==> config.mk <==
export PLATFORM = sky130hd
export DESIGN_NAME = uart_pwm_cmd_ctrl
export DESIGN_NICKNAME = d
export VERILOG_FILES = /design/src/rtl/uart_pwm_pkg.sv /design/src/rtl/uart_reply_rom.sv /design/src/rtl/uart_pwm_cmd_ctrl.sv
export SDC_FILE = /design/constraint.sdc
export NUM_CORES = 1
export LEC_CHECK = 0
export BUFFER_PORTS_ARGS = -buffer_cell sky130_fd_sc_hd__buf_2
export CAP_MARGIN = 25
export CORE_ASPECT_RATIO = 0.9
export CORE_MARGIN = 2
export CORE_UTILIZATION = 45
export CTS_CLUSTER_SIZE = 24
export DETAILED_ROUTE_END_ITERATION = 7
export PLACE_DENSITY_LB_ADDON = 0.12
export SLEW_MARGIN = 20
export SYNTH_ARGS = -nofsm -noshare
export SYNTH_HDL_FRONTEND = slang
export SYNTH_SLANG_ARGS = --single-unit
==> constraint.sdc <==
create_clock -name clk -period 5.89 [get_ports clk]
set_input_delay 0.8835 -clock clk [delete_from_list [all_inputs] [get_ports clk]]
set_output_delay 0.8835 -clock clk [all_outputs]
set_load 0.05 [all_outputs]
==> src/rtl/uart_pwm_pkg.sv <==
// Shared definitions for the UART command controller that configures the PWM
// generator: ASCII byte constants, parser FSM states, reply selection codes
// and small helper functions used by the parser and the reply ROM.
package uart_pwm_pkg;

    // ASCII bytes recognised by the line parser
    localparam logic [7:0] ASCII_CR   = 8'h0D;
    localparam logic [7:0] ASCII_LF   = 8'h0A;
    localparam logic [7:0] ASCII_0    = 8'h30;
    localparam logic [7:0] ASCII_9    = 8'h39;
    localparam logic [7:0] ASCII_D    = 8'h44;
    localparam logic [7:0] ASCII_F    = 8'h46;
    localparam logic [7:0] ASCII_H    = 8'h48;
    localparam logic [7:0] ASCII_E    = 8'h45;
    localparam logic [7:0] ASCII_L    = 8'h4C;
    localparam logic [7:0] ASCII_P    = 8'h50;

    // Largest accepted duty argument (percent)
    localparam int unsigned DUTY_MAX    = 100;

    // Byte index width into the reply ROM (longest reply is 16 bytes)
    localparam int          REPLY_IDX_W = 5;

    typedef enum logic [2:0] {
        ST_IDLE,
        ST_ARG_D,
        ST_ARG_F,
        ST_KW_H,
        ST_ERR_SKIP,
        ST_REPLY
    } state_e;

    typedef enum logic [1:0] {
        RSP_OK,
        RSP_ERR,
        RSP_HELP
    } rsp_sel_e;

    function automatic logic is_digit(input logic [7:0] b);
        return (b >= ASCII_0) && (b <= ASCII_9);
    endfunction

    // Character expected after 'H' at each match position of "HELP"
    function automatic logic [7:0] help_kw_char(input logic [1:0] idx);
        logic [7:0] c;
        case (idx)
            2'd0:    c = ASCII_E;
            2'd1:    c = ASCII_L;
            2'd2:    c = ASCII_P;
            default: c = 8'h00;
        endcase
        return c;
    endfunction

endpackage

==> src/rtl/uart_reply_rom.sv <==
// Constant reply text for the command controller.
// Ports:
//   sel      in  reply selection (OK / ERR / HELP)
//   idx      in  byte index within the selected reply
//   rom_byte out byte at idx (0 when idx is past the end)
//   rom_last out 1 when idx addresses the final byte of the reply
// Purely combinational; the caller registers the outputs.
module uart_reply_rom
    import uart_pwm_pkg::*;
(
    input  rsp_sel_e                 sel,
    input  logic [REPLY_IDX_W-1:0]   idx,
    output logic [7:0]               rom_byte,
    output logic                     rom_last
);

    localparam int OK_LEN   = 3;
    localparam int ERR_LEN  = 4;
    localparam int HELP_LEN = 16;

    localparam logic [8*OK_LEN-1:0]   OK_TEXT   = "OK\n";
    localparam logic [8*ERR_LEN-1:0]  ERR_TEXT  = "ERR\n";
    localparam logic [8*HELP_LEN-1:0] HELP_TEXT = "D0-100 F1-65535\n";

    logic [7:0] ok_bytes   [OK_LEN];
    logic [7:0] err_bytes  [ERR_LEN];
    logic [7:0] help_bytes [HELP_LEN];

    // Unpack the strings so that index 0 is the first character sent
    generate
        for (genvar gi = 0; gi < OK_LEN; gi++) begin : g_ok
            assign ok_bytes[gi] = OK_TEXT[8*(OK_LEN-1-gi) +: 8];
        end
        for (genvar gi = 0; gi < ERR_LEN; gi++) begin : g_err
            assign err_bytes[gi] = ERR_TEXT[8*(ERR_LEN-1-gi) +: 8];
        end
        for (genvar gi = 0; gi < HELP_LEN; gi++) begin : g_help
            assign help_bytes[gi] = HELP_TEXT[8*(HELP_LEN-1-gi) +: 8];
        end
    endgenerate

    always_comb begin
        rom_byte = 8'h00;
        rom_last = 1'b0;
        case (sel)
            RSP_OK: begin
                if (idx < REPLY_IDX_W'(OK_LEN))
                    rom_byte = ok_bytes[idx[1:0]];
                rom_last = (idx == REPLY_IDX_W'(OK_LEN - 1));
            end
            RSP_ERR: begin
                if (idx < REPLY_IDX_W'(ERR_LEN))
                    rom_byte = err_bytes[idx[1:0]];
                rom_last = (idx == REPLY_IDX_W'(ERR_LEN - 1));
            end
            RSP_HELP: begin
                if (idx < REPLY_IDX_W'(HELP_LEN))
                    rom_byte = help_bytes[idx[3:0]];
                rom_last = (idx == REPLY_IDX_W'(HELP_LEN - 1));
            end
            default: begin
                rom_byte = 8'h00;
                rom_last = 1'b1;
            end
        endcase
    end

endmodule

==> src/rtl/uart_pwm_cmd_ctrl.sv <==
// Command sequencer between the UART byte interface and the PWM generator.
// Parses ASCII line commands on the fly (D<n> duty, F<n> frequency, HELP),
// updates the PWM configuration and streams a text reply back.
// Ports:
//   clk, rst_n   clock and asynchronous active-low reset
//   rx_data/rx_valid       received byte, 1-cycle strobe
//   tx_data/tx_valid/tx_ready  reply byte stream (valid/ready handshake)
//   duty_pct     PWM duty in percent (0..100)
//   freq_khz     PWM frequency in kHz (1..FREQ_MAX)
//   cfg_update   1-cycle pulse when duty_pct/freq_khz are written
//   rx_drop      1-cycle pulse when a byte arrives while a reply is sent
module uart_pwm_cmd_ctrl
    import uart_pwm_pkg::*;
#(
    parameter int unsigned DUTY_RST   = 50,
    parameter int unsigned FREQ_RST   = 1,
    parameter int unsigned FREQ_MAX   = 65535,
    parameter int unsigned MAX_DIGITS = 5
) (
    input  logic        clk,
    input  logic        rst_n,
    input  logic [7:0]  rx_data,
    input  logic        rx_valid,
    output logic [7:0]  tx_data,
    output logic        tx_valid,
    input  logic        tx_ready,
    output logic [6:0]  duty_pct,
    output logic [15:0] freq_khz,
    output logic        cfg_update,
    output logic        rx_drop
);

    localparam int          NDIG_W  = $clog2(MAX_DIGITS + 1);
    localparam logic [16:0] ACC_SAT = 17'h1FFFF;

    state_e                   state_reg;
    logic [16:0]              acc_reg;
    logic [NDIG_W-1:0]        ndig_reg;
    logic [1:0]               kw_idx_reg;
    rsp_sel_e                 rsp_sel_reg;
    logic [REPLY_IDX_W-1:0]   byte_idx_reg;
    logic                     tx_last_reg;

    // Accumulator update with saturation so an overlong argument never wraps
    // back into the legal range.
    logic [20:0] acc_mult;
    logic [16:0] acc_next;
    assign acc_mult = ({4'd0, acc_reg} * 21'd10) + {17'd0, rx_data[3:0]};
    assign acc_next = (acc_mult > {4'd0, ACC_SAT}) ? ACC_SAT : acc_mult[16:0];

    logic rx_is_eol;
    logic rx_is_cr;
    assign rx_is_eol = rx_valid && (rx_data == ASCII_LF);
    assign rx_is_cr  = (rx_data == ASCII_CR);

    // End-of-line decode: decides whether a reply starts this cycle, which
    // text it uses and whether the configuration is written.
    logic     reply_start;
    rsp_sel_e reply_sel_start;
    logic     duty_wr;
    logic     freq_wr;

    always_comb begin
        reply_start     = 1'b0;
        reply_sel_start = RSP_ERR;
        duty_wr         = 1'b0;
        freq_wr         = 1'b0;
        if (rx_is_eol) begin
            case (state_reg)
                ST_ARG_D: begin
                    reply_start = 1'b1;
                    if ((ndig_reg != '0) && (acc_reg <= 17'(DUTY_MAX))) begin
                        duty_wr         = 1'b1;
                        reply_sel_start = RSP_OK;
                    end
                end
                ST_ARG_F: begin
                    reply_start = 1'b1;
                    if ((ndig_reg != '0) && (acc_reg >= 17'd1) &&
                        (acc_reg <= 17'(FREQ_MAX))) begin
                        freq_wr         = 1'b1;
                        reply_sel_start = RSP_OK;
                    end
                end
                ST_KW_H: begin
                    // A line ending before the full keyword is a mismatch
                    reply_start = 1'b1;
                    if (kw_idx_reg == 2'd3)
                        reply_sel_start = RSP_HELP;
                end
                ST_ERR_SKIP: begin
                    reply_start = 1'b1;
                end
                default: begin
                    reply_start = 1'b0;
                end
            endcase
        end
    end

    // One ROM serves both the first byte of a new reply and the following
    // byte of the reply in progress, so tx_data can be registered.
    rsp_sel_e               rom_sel;
    logic [REPLY_IDX_W-1:0] rom_idx;
    logic [7:0]             rom_byte;
    logic                   rom_last;

    assign rom_sel = (state_reg == ST_REPLY) ? rsp_sel_reg : reply_sel_start;
    assign rom_idx = (state_reg == ST_REPLY) ? (byte_idx_reg + REPLY_IDX_W'(1))
                                             : '0;

    uart_reply_rom u_reply_rom (
        .sel      (rom_sel),
        .idx      (rom_idx),
        .rom_byte (rom_byte),
        .rom_last (rom_last)
    );

    always_ff @(posedge clk or negedge rst_n) begin
        if (!rst_n) begin
            state_reg    <= ST_IDLE;
            acc_reg      <= '0;
            ndig_reg     <= '0;
            kw_idx_reg   <= '0;
            rsp_sel_reg  <= RSP_ERR;
            byte_idx_reg <= '0;
            tx_last_reg  <= 1'b0;
            tx_data      <= 8'h00;
            tx_valid     <= 1'b0;
            duty_pct     <= 7'(DUTY_RST);
            freq_khz     <= 16'(FREQ_RST);
            cfg_update   <= 1'b0;
            rx_drop      <= 1'b0;
        end else begin
            cfg_update <= 1'b0;
            rx_drop    <= 1'b0;

            if (duty_wr) begin
                duty_pct   <= acc_reg[6:0];
                cfg_update <= 1'b1;
            end
            if (freq_wr) begin
                freq_khz   <= acc_reg[15:0];
                cfg_update <= 1'b1;
            end

            if (reply_start) begin
                state_reg    <= ST_REPLY;
                rsp_sel_reg  <= reply_sel_start;
                byte_idx_reg <= '0;
                tx_valid     <= 1'b1;
                tx_data      <= rom_byte;
                tx_last_reg  <= rom_last;
            end else begin
                case (state_reg)
                    ST_IDLE: begin
                        if (rx_valid) begin
                            if (rx_data == ASCII_D) begin
                                state_reg <= ST_ARG_D;
                            end else if (rx_data == ASCII_F) begin
                                state_reg <= ST_ARG_F;
                            end else if (rx_data == ASCII_H) begin
                                state_reg  <= ST_KW_H;
                                kw_idx_reg <= '0;
                            end else if (!rx_is_cr && (rx_data != ASCII_LF)) begin
                                state_reg <= ST_ERR_SKIP;
                            end
                        end
                    end

                    ST_ARG_D, ST_ARG_F: begin
                        if (rx_valid && !rx_is_cr) begin
                            if (is_digit(rx_data)) begin
                                if (ndig_reg == NDIG_W'(MAX_DIGITS)) begin
                                    state_reg <= ST_ERR_SKIP;
                                end else begin
                                    acc_reg  <= acc_next;
                                    ndig_reg <= ndig_reg + NDIG_W'(1);
                                end
                            end else begin
                                state_reg <= ST_ERR_SKIP;
                            end
                        end
                    end

                    ST_KW_H: begin
                        if (rx_valid && !rx_is_cr) begin
                            if ((kw_idx_reg != 2'd3) &&
                                (rx_data == help_kw_char(kw_idx_reg))) begin
                                kw_idx_reg <= kw_idx_reg + 2'd1;
                            end else begin
                                state_reg <= ST_ERR_SKIP;
                            end
                        end
                    end

                    ST_ERR_SKIP: begin
                        // Wait for end of line; handled by the EOL decode
                    end

                    ST_REPLY: begin
                        // No parsing while replying: every byte is discarded,
                        // including one arriving with the final acceptance.
                        if (rx_valid)
                            rx_drop <= 1'b1;
                        if (tx_valid && tx_ready) begin
                            if (tx_last_reg) begin
                                state_reg    <= ST_IDLE;
                                tx_valid     <= 1'b0;
                                tx_data      <= 8'h00;
                                acc_reg      <= '0;
                                ndig_reg     <= '0;
                                kw_idx_reg   <= '0;
                                byte_idx_reg <= '0;
                            end else begin
                                byte_idx_reg <= byte_idx_reg + REPLY_IDX_W'(1);
                                tx_data      <= rom_byte;
                                tx_last_reg  <= rom_last;
                            end
                        end
                    end

                    default: begin
                        state_reg <= ST_IDLE;
                    end
                endcase
            end
        end
    end

endmodule

# Word level (Yosys, flattened, before mapping)
# Memories as Yosys holds them, arrays and structs flattened.
# Index checks and enable logic that the tools add are counted.
# word_totals
register_bits	67
input_bits	12
memories	1
romBits	128
# classes
n_reduce_logical	26
n_lt_le_gt_ge	11
bitwise_logic	3
eq_ne	42
addsub	4
mul	1
n_mux	87
# memory_table
name	depth	word_bits	rd	rd_ports_with_merged_regs	write_ports	line_no	rtl
(name not given)	16	8	1	0	0	uart_reply_rom.sv:58	rom_byte = help_bytes[idx[3:0]];
# ops
cell	count
$mux 8	16
$mux 17	6
$mux 3	16
$pmux 17 s2	1
$bmux 8 s2	2
$mux 5	5
$eq 8x7->1 const B	3
$ne 2x2->1 const B	12
$pmux 8 s3	1
$mux 1	23
$mux 2	11
$add 21x4->21	1
$gt 21x17->1 const B	1
$pmux 7 s3	1
$mul 17x3->20 const B	1
$ge 17x1->1 const B	1
$le 17x16->1 const B	1
$le 17x7->1 const B	1
$eq 8x4->1 const B	2
$ne 3x3->1 const B	5
$pmux 3 s5	1
$pmux 2 s3	2
$eq 5x2->1 const B	2
$reduce_and 10->1	1
39 further kinds	58

# Depth between registers and ports, before layout
# logic_depth
word_depth	13
depth_mapped	13
ltp_nobuf	11

# By module
# A second synthesis with hierarchy kept.
# unflattened
cells_unflattened	520
area_unflattened_um2	5037.3
# modules_own_cells
module	area_per_inst_um2	seq_area_each_um2	cells_per_inst	n_inst
uart_pwm_cmd_ctrl	4581.9	1682.9	459	1
uart_reply_rom	455.4	0.0	61	1

# Worst setup path before layout
# No wires, ideal clock.
# synth_path
kind	register to register
start	register acc_reg[1]
end	register acc_reg[3]
path_stages_with_launch	13
path_buffers	1
setup_slack_ns	1.811
period_less_slack_ns	4.079
t_required_ns	5.768
setup_time_ns	0.122
t_arrival_ns	3.957
path_cell_list	dfrtp_1 ha_1 ha_1 fa_1 a21o_1 a2111o_1 o32ai_1 a31oi_1 nor4_4 or4b_1 buf_2 or4_1 a32o_1
# synth_between
elab_chain_len	8
# synth_lines
element	line_no	rtl
from (decl)	uart_pwm_cmd_ctrl.sv:37	logic [16:0] acc_reg;
from (signal assigned)	uart_pwm_cmd_ctrl.sv:177	acc_reg <= acc_next;
$mul 17x3->20 *	uart_pwm_cmd_ctrl.sv:48	assign acc_mult = ({4'd0, acc_reg} * 21'd10) + {17'd0, rx_data[3:0]};
$add 21x4->21 *	uart_pwm_cmd_ctrl.sv:48	
$gt 21x17->1	uart_pwm_cmd_ctrl.sv:49	assign acc_next = (acc_mult > {4'd0, ACC_SAT}) ? ACC_SAT : acc_mult[16:0];
$mux 17 *	uart_pwm_cmd_ctrl.sv:49	
$mux 17 *	uart_pwm_cmd_ctrl.sv:174	if (ndig_reg == NDIG_W'(MAX_DIGITS)) begin
$mux 17 *	uart_pwm_cmd_ctrl.sv:173	if (is_digit(rx_data)) begin
$mux 17 *	uart_pwm_cmd_ctrl.sv:172	if (rx_valid && !rx_is_cr) begin
$pmux 17 s2 *	uart_pwm_cmd_ctrl.sv:155	case (state_reg)
# Every way passes the cells marked *; elsewhere a longest branch is shown, timed or not. The select of a mux whose other input is x is not followed.
# A chain may end at the register's enable or synchronous reset.

# Worst setup path in the final report
# Same ends and word-level chain as after synthesis.

==> impl_metrics.toml <==
[global_routing]
overflow = 0
grt_usage_pct = 22.14
grt_max_degree = 67
grt_pass1_vias = 4042
grt_pass1_wl_mm = 21.23
antenna_found_initial = 0

[power_and_ir_drop]
sw_frac_of_total_pct = 23.74
powerDensity_nw_per_um2 = 200.7
p_leak_nw = 2.800
p_sw_mw = 0.2743
pwr-share-seq_pct = 41.2
comb_power_share_pct = 6.2
pwr-share-clk_pct = 52.6
irDropWorstVdd_v = 0.0002355
p_int_mw = 0.8813

[synth]
synth.area.top_cells = "dfrtp_1 30%, ha_1 12%, mux2_2 5.5%, o21ai_0 3.5%, nand2_1 3.0%"
synth_ff_type = "dfrtp_1"
async_flop_share_pct = 100.0
ys_types = 72
yosys.area.top_type = "dfrtp_1"
synth_fp_nets = 608
synth_commonest_cells = "61 x dfrtp_1, 48 x ha_1, 41 x nand2_1, 36 x o21ai_0, 31 x nor2_1"
netlist_area_um2 = 5085
synth.most_common_cell = "dfrtp_1"
seq_area_frac_synth_pct = 32.60
synth_area_per_cell_um2 = 9.313
synth_top_area_share_pct = 30.02
ys_ff_latch = 66
synth_edf_count = 0
syn_inst = 546
ys_warn_count = 0

[clocking]
cts-root-buf = "clkbuf_16"
cts_tree = "done"
cts_resized = 0
post_cts_buffers = 0
cts_buffers = 9
cts_num_sinks = 66
worstSkewPairLatency_ns = 0.35
clk_pin_slew_worst_paths_ns = 0.06
ctsLongestPathBuffers = 2
cts_max_level = 3
ctsHoldBuffers = 0

[layout]
nets = 641
fin_util_pct = 52.81
antenna_cells = 0
final_cell_count_no_fill = 736
n_fill_cell = 1053
syn_to_final_growth_pct = 13.21
layout-drive-gt1-share_pct = 18.32
largest_reg_flops = 17

[routing]
wirelength_mm = 12.73
vias = 4441
viasPerCell = 6.034
post-route-drc-count = 0
post_drt_wl_per_cell_um = 17.30
drt_iter0_drc = 397
dr.pass1.iters = 5
ant_nets = 0

[timing]
hold_viol = 0
tns_ns = 0
maxSlewViolCount = 0
finClkSkew_ns = 0.01143
tightest_slew_ns = 0.9618
finalCritPeriodShare_pct = 79.61
setup_viol = 0
clock.fmax_ghz = 0.2133
rsz0062_at_grt = "no"
relSlewSlack_pct = 35.04
post-route-min-period_ns = 4.689

[die]
rows = 36
die-height_um = 104.8
core_um2 = 10900
die_area_um2 = 12170
ioPinCount = 46
chipWidth_um = 116.1
floorplan.initialDensity_pct = 46.65

[worst_setup_path]
path_class = "flop to flop"
critPathCaptureType = "flop"
reg2reg_setup_slack_ns = 1.20
r2r-end = "acc_reg[3]$_DFFE_PN0P_"
startpoint_type = "flop"
cp.arrival_ns = 4.92
crit_fanout = 16
required_ns = 6.12
r2r-start = "acc_reg[1]$_DFFE_PN0P_"
reg2reg_depth = 11

[placed_design]
dp_hpwl_mm = 9.140
dp_cells = 720
gp_congestion = 0.9092
port_buffers = 44

[worst_hold_path]
hold-path-cell-count = 2
hold_start = "tx_data[5]$_DFFE_PN0P_"
worstHoldEndpoint = "tx_data[5]$_DFFE_PN0P_"
hold_path.class = "flop to flop"

[run_status]
status = "finished clean"

[job]
cap_violations = 0
-- metal layers --
| metal | part of all wire [%] | global-route usage (%) | vias to the layer above |
|---|---|---|---|
| met2 | 41 | 30.28 | 122 |
| met1 | 51 | 33.93 | 2158 |
| met5 | 0 | 0 | - |
| li1 | - | - | 2145 |
| met4 | 1.5 | 6.548 | 0 |
| met3 | 5.7 | 5.684 | 16 |
-- cells by family after synthesis --
| kind of cell | synth area share, % |
|---|---|
| xor gates and xnor gates | 4.478 |
| DFF | 32.60 |
| adders and majority gates | 12.60 |
| muxes | 6.644 |
| AOI/OAI and AO/OA | 21.24 |
| and+or+nand+nor | 19.00 |
| buffers and inverters | 3.371 |
| other | 0.07375 |
-- critical path, cell delays in order (launching register included) --
cell,delay (ns)
dfrtp_1,0.48
ha_1,0.35
ha_1,0.25
fa_1,0.42
a21o_1,0.25
a2111o_1,0.42
o32ai_1,0.15
a31oi_1,0.20
nor4_4,0.43
or4b_1,0.75
or4_1,0.61
a32o_1,0.26
-- final cells by class --
| class | count | area, µm² | area share [%] |
|---|---|---|---|
| clock buffer | 11 | 252.7 | 4.390 |
| clock inverter | 5 | 85.08 | 1.478 |
| inverter | 16 | 60.06 | 1.043 |
| multi-input combinational | 437 | 3256 | 56.55 |
| sequential | 66 | 1658 | 28.80 |
| tap | 152 | 190.2 | 3.304 |
| timing repair buffer | 49 | 255.2 | 4.434 |
-- stage by stage --
stage          hold slack, ns  power [mW]  cell area, µm²  setup WS, ns
4_1_cts                0.4815       1.170            5757         1.214
5_1_grt                0.5097       1.198            5757        0.9814
3_3_place_gp           0.4628      0.5549            5414         1.391
6_report               0.4811       1.156            5757         1.201
2_1_floorplan          0.4731      0.5267            5085         1.811
3_5_place_dp           0.4687      0.5554            5419         1.268
-- layout by cell type (no fill, tap or decap), types with 6 or more instances in the layout --
cell,count
a21o_1,12
a21oi_1,22
a22o_1,9
a22oi_1,6
a32o_1,6
buf_2,45
clkbuf_16,9
dfrtp_1,61
ha_1,48
inv_1,16
mux2_2,25
nand2_1,41
nand3_1,12
nand3b_1,13
nand4_1,7
nor2_1,31
nor3_1,19
nor3b_1,7
nor4_1,6
o211ai_1,6
o21ai_0,36
o31ai_1,8
or4_1,9
xnor2_1,17
xor2_1,9
-- power by group through the flow --
stage | logic (mW) | registers, mW | clock network, mW
2_1_floorplan | 0.0456 | 0.481 | 0
3_3_place_gp | 0.0706 | 0.484 | 0
3_5_place_dp | 0.0718 | 0.484 | 0
4_1_cts | 0.0722 | 0.476 | 0.621
5_1_grt | 0.0805 | 0.477 | 0.640
6_report | 0.0714 | 0.476 | 0.608
-- worst max path at each step --
stage	from	to	slack, ns	depth (start not counted)
floorplan	acc_reg[1]$_DFFE_PN0P_	acc_reg[3]$_DFFE_PN0P_	1.81	12
global placement	acc_reg[1]$_DFFE_PN0P_	acc_reg[3]$_DFFE_PN0P_	1.39	11
detailed placement	acc_reg[1]$_DFFE_PN0P_	acc_reg[3]$_DFFE_PN0P_	1.27	11
CTS	acc_reg[1]$_DFFE_PN0P_	acc_reg[3]$_DFFE_PN0P_	1.21	11
global route	acc_reg[1]$_DFFE_PN0P_	acc_reg[3]$_DFFE_PN0P_	0.98	10
finish	acc_reg[1]$_DFFE_PN0P_	acc_reg[3]$_DFFE_PN0P_	1.20	11
Power figures use the tool's default switching activity.
